$ cat config.mk
export PLATFORM = sky130hd
export DESIGN_NAME = iir_in_pacer
export DESIGN_NICKNAME = d
export VERILOG_FILES = /design/src/rtl/iir_pkg.sv /design/src/rtl/iir_sample_fifo.sv /design/src/rtl/iir_in_pacer.sv
export SDC_FILE = /design/constraint.sdc
export NUM_CORES = 1
export LEC_CHECK = 0
export BUFFER_PORTS_ARGS = -buffer_cell sky130_fd_sc_hd__buf_2
export CAP_MARGIN = 20
export CORE_MARGIN = 2
export CORE_UTILIZATION = 40
export CTS_BUF_LIST = sky130_fd_sc_hd__clkbuf_2 sky130_fd_sc_hd__clkbuf_4 sky130_fd_sc_hd__clkbuf_8
export DETAILED_ROUTE_END_ITERATION = 8
export RECOVER_POWER = 25
export SYNTH_ARGS = -nofsm -noshare
export SYNTH_HDL_FRONTEND = slang
export SYNTH_SLANG_ARGS = --single-unit
export TNS_END_PERCENT = 30
$ cat constraint.sdc
create_clock -name clk -period 7.5 [get_ports clk]
set_input_delay 0.75 -clock clk [delete_from_list [all_inputs] [get_ports clk]]
set_output_delay 0.75 -clock clk [all_outputs]
set_load 0.01 [all_outputs]
$ cat src/rtl/iir_pkg.sv
// Shared definitions for the IIR input pacer: sample width, IIR cycle count
// and the pacer state encoding.
package iir_pkg;

  localparam int SAMPLE_W   = 18;
  localparam int IIR_CYCLES = 7;

  typedef logic signed [SAMPLE_W-1:0] sample_t;

  typedef enum logic [0:0] {
    PACER_IDLE = 1'b0,
    PACER_WAIT = 1'b1
  } pacer_state_e;

endpackage

$ cat src/rtl/iir_sample_fifo.sv
// Small synchronous sample FIFO with binary pointers one bit wider than the
// address, so full/empty come straight from a pointer compare.
module iir_sample_fifo #(
  parameter int  DEPTH    = 8,
  parameter int  SAMPLE_W = 18,
  localparam int AW       = $clog2(DEPTH)
) (
  input  logic                clk,
  input  logic                rst,
  input  logic                push_i,
  input  logic [SAMPLE_W-1:0] push_data_i,
  input  logic                pop_i,
  output logic [SAMPLE_W-1:0] head_o,
  output logic                full_o,
  output logic                empty_o,
  output logic [AW:0]         level_o
);

  localparam logic [AW:0] PTR_ONE = {{AW{1'b0}}, 1'b1};

  logic [SAMPLE_W-1:0] mem_q [DEPTH];
  logic [AW:0]         wr_ptr_q, wr_ptr_d;
  logic [AW:0]         rd_ptr_q, rd_ptr_d;
  logic                push_ok;
  logic                pop_ok;

  assign full_o  = (wr_ptr_q[AW] != rd_ptr_q[AW]) &&
                   (wr_ptr_q[AW-1:0] == rd_ptr_q[AW-1:0]);
  assign empty_o = (wr_ptr_q == rd_ptr_q);
  assign push_ok = push_i && !full_o;
  assign pop_ok  = pop_i && !empty_o;
  assign head_o  = mem_q[rd_ptr_q[AW-1:0]];
  assign level_o = wr_ptr_q - rd_ptr_q;

  always_comb begin
    wr_ptr_d = wr_ptr_q;
    rd_ptr_d = rd_ptr_q;
    if (push_ok) wr_ptr_d = wr_ptr_q + PTR_ONE;
    if (pop_ok)  rd_ptr_d = rd_ptr_q + PTR_ONE;
  end

  always_ff @(posedge clk) begin
    if (rst) begin
      wr_ptr_q <= '0;
      rd_ptr_q <= '0;
    end else begin
      wr_ptr_q <= wr_ptr_d;
      rd_ptr_q <= rd_ptr_d;
    end
  end

  // Storage needs no reset; the pointers alone define what is valid.
  always_ff @(posedge clk) begin
    if (push_ok) mem_q[wr_ptr_q[AW-1:0]] <= push_data_i;
  end

endmodule

$ cat src/rtl/iir_in_pacer.sv
// Feeds buffered samples to the IIR section as single-cycle strobes, spaced at
// least MIN_GAP cycles apart and optionally gated by the IIR's done pulse.
//
//   state | meaning
//   IDLE  | ready to issue once data, gap and done conditions allow
//   WAIT  | sample issued, din held, waiting out gap (and done)
module iir_in_pacer
  import iir_pkg::*;
#(
  parameter int  DEPTH    = 8,
  parameter int  MIN_GAP  = IIR_CYCLES,
  parameter int  USE_DONE = 1,
  localparam int LW       = $clog2(DEPTH) + 1
) (
  input  logic                       clk,
  input  logic                       rst,
  input  logic signed [SAMPLE_W-1:0] s_data,
  input  logic                       s_valid,
  output logic                       s_ready,
  output logic signed [SAMPLE_W-1:0] m_data,
  output logic                       m_valid,
  input  logic                       iir_done,
  output logic [LW-1:0]              level,
  output logic                       ovf
);

  localparam int          GW       = $clog2(MIN_GAP + 1);
  localparam logic [GW-1:0] GAP_MAX  = GW'(MIN_GAP);
  localparam logic [GW-1:0] GAP_EXIT = GW'(MIN_GAP - 1);
  localparam logic [GW-1:0] GAP_ONE  = GW'(1);
  localparam logic [0:0]  ST_IDLE  = PACER_IDLE;
  localparam logic [0:0]  ST_WAIT  = PACER_WAIT;

  logic [0:0]    state_q, state_d;
  logic [GW-1:0] gap_q, gap_d;
  logic          done_seen_q, done_seen_d;
  logic          first_q, first_d;
  logic          ovf_q, ovf_d;
  sample_t       m_data_q, m_data_d;

  logic                push;
  logic                issue;
  logic                done_ok;
  logic                fifo_full;
  logic                fifo_empty;
  logic [SAMPLE_W-1:0] fifo_head;

  assign s_ready = !fifo_full;
  assign push    = s_valid && s_ready;
  assign done_ok = (USE_DONE == 0) || done_seen_q || first_q;
  assign issue   = (state_q == ST_IDLE) && !fifo_empty && (gap_q >= GAP_MAX) && done_ok;

  // The issue strobe is decoded from registered state only, so a push lands
  // in the FIFO one edge before it can be issued; the head is shown on the
  // issue cycle itself and latched for the rest of the processing window.
  assign m_valid = issue;
  assign m_data  = issue ? sample_t'(fifo_head) : m_data_q;
  assign ovf     = ovf_q;

  iir_sample_fifo #(
    .DEPTH    (DEPTH),
    .SAMPLE_W (SAMPLE_W)
  ) u_fifo (
    .clk         (clk),
    .rst         (rst),
    .push_i      (push),
    .push_data_i (s_data),
    .pop_i       (issue),
    .head_o      (fifo_head),
    .full_o      (fifo_full),
    .empty_o     (fifo_empty),
    .level_o     (level)
  );

  always_comb begin
    state_d     = state_q;
    done_seen_d = done_seen_q;
    first_d     = first_q;
    m_data_d    = m_data_q;
    ovf_d       = ovf_q | (s_valid & ~s_ready);

    if (issue) begin
      gap_d = GAP_ONE;
    end else if (gap_q < GAP_MAX) begin
      gap_d = gap_q + GAP_ONE;
    end else begin
      gap_d = gap_q;
    end

    case (state_q)
      ST_IDLE: begin
        if (issue) begin
          m_data_d    = sample_t'(fifo_head);
          done_seen_d = 1'b0;
          first_d     = 1'b0;
          state_d     = ST_WAIT;
        end
      end
      ST_WAIT: begin
        if (iir_done) done_seen_d = 1'b1;
        // Leaving one cycle early lets the next issue land exactly MIN_GAP
        // after the previous one when done arrives on time.
        if ((gap_q >= GAP_EXIT) && ((USE_DONE == 0) || done_seen_q || iir_done)) begin
          state_d = ST_IDLE;
        end
      end
      default: state_d = ST_IDLE;
    endcase
  end

  always_ff @(posedge clk) begin
    if (rst) begin
      state_q     <= ST_IDLE;
      gap_q       <= GAP_MAX;
      done_seen_q <= 1'b0;
      first_q     <= 1'b1;
      ovf_q       <= 1'b0;
      m_data_q    <= '0;
    end else begin
      state_q     <= state_d;
      gap_q       <= gap_d;
      done_seen_q <= done_seen_d;
      first_q     <= first_d;
      ovf_q       <= ovf_d;
      m_data_q    <= m_data_d;
    end
  end

endmodule

==> out/qor.txt <==
Placed Area: 7559 µm²
Drt initial violations: 259
Cell Rows: 48
Die height: 136.4 µm
CTS H-tree lvls: 4
Crit share post-route: 0.4803
Global-route wire length before repair: 20.64 mm
Tightest Pin Transition: 959.3 ps
Slew Limit Fails: 0
Share of layout cells above drive strength 1: 0.2645
Dpl hpwl: 7.827 mm
Worst Hold Class: reg -> reg
IO Count: 47
Crit path max fanout: 46
Netlist Area Pre-Place: 7014 µm²
Synth Instances: 396
Post-CTS setup buffer count: 0
Final Setup Violations: 0
CTS tree: built
Setup tns final: 0 ps
Hold-fix buffers, CTS: 0
Die Span X: 136.4 µm
Pwr/cell area: 326.5 nW/µm²
Post-synthesis sequential area ratio: 0.7192
RSZ-0062 raised after global routing: no
Kind of end point of the critical path: primary output
Vias: 3592
Worst Path Arrival: 2850 ps
Clk_lat worst skew: 450 ps
Number of global-route vias before repair: 3659
Nets: 483
Final Util: 0.4599
Routed WL: 13.47 mm
Pin count of the biggest net entering global routing: 47
ANT nets after route: 0
First-pass detailed-route iteration total: 4
Dpl ws: 4404 ps
Syn_area_per_cell: 17.71 µm²
Final worst setup slack: 3898 ps
Area growth from synthesis to layout: 13.02%
Initial Util: 0.4069
Antenna cells: 0
Port buffer count: 46
P_leak: 2.590 nW
IR drop worst, VDD: 0.2199 mV
Clock transition at the registers of the reported paths: 90 ps
Overall global routing resource usage: 0.1544
Critical Path RT: 6750 ps
Yosys cell types: 34
Worst Reg-to-Reg Cells: 6
Full die area: 18610 µm²
CTS root buffer: clkbuf_8
Total of max-cap violations: 0
Setup CP Type: reg -> out
Fmax: 277.6 MHz
Outcome: finished clean
FF+latch count, synth: 180
CTS max path bufs: 2
Resized Gates After CTS: 0
Startpoint Class: flop
Warnings from Yosys: 0
Grt total ovfl: 0
Final Hold Viols: 0
Routability cong.: 0.7146
WHS Path Cells: 1
Core area: 17240 µm²
Initial antenna violation count: 0
CTS buffer count: 17
Syn nets: 427
DRC violations left: 0
Via density per instance: 5.206
Worst Skew: 15.42 ps
Routed len/inst: 19.53 µm
Reg2Reg Setup Slack: 4560 ps
Final design area excluding fillers: 7928 µm²
Final worst path period need: 3602 ps
Sink Count: 180
Slew margin rel.: 0.3598
## cells in the mapped netlist, drive strengths merged
master | n | area, µm²
a21oi | 24 | 120.1
buf | 9 | 43.79
o211ai | 1 | 7.510
o21ai | 4 | 20.02
nor3 | 2 | 10.01
edfxtp | 144 | 4324
ha | 8 | 100.1
dfxtp | 36 | 720.7
nand3b | 1 | 7.510
o21bai | 2 | 15.01
a2111o | 1 | 11.26
nand3 | 4 | 20.02
a21o | 1 | 7.510
nor2b | 1 | 6.260
xnor2 | 5 | 43.79
mux4 | 36 | 810.8
nor2 | 36 | 137.6
and3 | 2 | 12.51
mux2 | 3 | 33.78
mux2i | 19 | 190.2
xor2 | 2 | 17.52
clkbuf | 11 | 41.29
a211oi | 1 | 20.02
o22ai | 1 | 6.260
inv | 8 | 30.03
nand2 | 7 | 26.28
a31oi | 2 | 12.51
nand2b | 3 | 18.77
nand4 | 2 | 12.51
fa | 1 | 20.02
o221ai | 1 | 8.760
o2bb2ai | 18 | 157.7
## where the power goes
| part | internal [mW] | switching, mW |
|---|---|---|
| Combinational | 0.303 | 0.451 |
| Clock | 0.317 | 0.320 |
| Sequential | 1.15 | 0.0431 |
| Total | 1.77 | 0.814 |
## critical path, cell delays in order (launching register included)
cell and delay (ps):
dfxtp_1 530, ha_1 360, and3_1 300, a211oi_4 250, buf_4 460, nor2_1 80
a21oi_1 230, buf_2 190
## final cells by class
class | instances | area, µm²
timing repair buffer | 57 | 295.3
tap | 225 | 281.5
sequential | 180 | 5046
clock buffer | 22 | 277.8
clock inverter | 10 | 108.9
multi-input combinational | 188 | 1888
fill | 1475 | 9309
inverter | 8 | 30.03
## metrics by stage
| step | power [mW] | cells | hold slack [ps] |
|---|---|---|---|
| 2_1_floorplan | 1.724 | 396 | 433.0 |
| 3_3_place_gp | 1.970 | 658 | 444.5 |
| 3_5_place_dp | 1.986 | 658 | 447.4 |
| 4_1_cts | 2.617 | 690 | 471.7 |
| 5_1_grt | 2.743 | 690 | 480.4 |
| 6_report | 2.588 | 690 | 467.3 |
## final timing paths
check | startpoint | endpoint
setup / recovery | u_fifo.wr_ptr_q[2] | m_data[5]
hold / removal | m_data_q[17] | m_data_q[17]
hold reg to reg | m_data_q[17] | m_data_q[17]
setup reg to reg | u_fifo.wr_ptr_q[2] | m_data_q[12]
## routing by layer
layer | part of all wire | track usage
met1 | 0.43 | 0.1872
met2 | 0.52 | 0.2630
met3 | 0.041 | 0.04288
met4 | 0.012 | 0.05845
met5 | 0 | 0
## state kept, by name, summed over array words and instances, names as in the netlist, named ones only
register,cells
first_q,1
m_data_q,18
ovf,1
u_fifo.wr_ptr_q,4
gap_q,3
u_fifo.rd_ptr_q,4
done_seen_q,1
state_q,1
u_fifo.mem_q,144
## kinds of logic after synthesis
family / after synthesis / share of synthesized area
muxes: 58 / 0.1475
DFF: 180 / 0.7192
AOI/OAI and AO/OA: 56 / 0.05512
buffers and inverters: 28 / 0.01641
and+or+nand+nor: 58 / 0.03586
xor gates and xnor gates: 7 / 0.008741
adders and majority gates: 9 / 0.01713
## cell usage in the layout, fill, tap and decap left out, types with 2 or more instances in the layout
| master | count |
|---|---|
| edfxtp_1 | 144 |
| mux4_2 | 36 |
| dfxtp_1 | 35 |
| buf_2 | 32 |
| nor2_1 | 30 |
| a21oi_1 | 23 |
| mux2i_1 | 19 |
| o2bb2ai_1 | 18 |
| clkbuf_8 | 18 |
| clkbuf_1 | 14 |
| buf_4 | 11 |
| inv_1 | 8 |
| ha_1 | 8 |
| nand2_1 | 7 |
| nor2_2 | 6 |
| xnor2_1 | 5 |
| nand3_1 | 4 |
| o21ai_0 | 4 |
| clkbuf_4 | 4 |
| nand2b_1 | 3 |
| mux2_2 | 3 |
| clkinvlp_4 | 3 |
| and3_1 | 2 |
| a31oi_1 | 2 |
| o21bai_1 | 2 |
| xor2_1 | 2 |
| nand4_1 | 2 |
| nor3_2 | 2 |
| clkinv_1 | 2 |
| clkinv_2 | 2 |
| bufinv_16 | 2 |
Note: power is estimated with default switching activity, not from simulation.
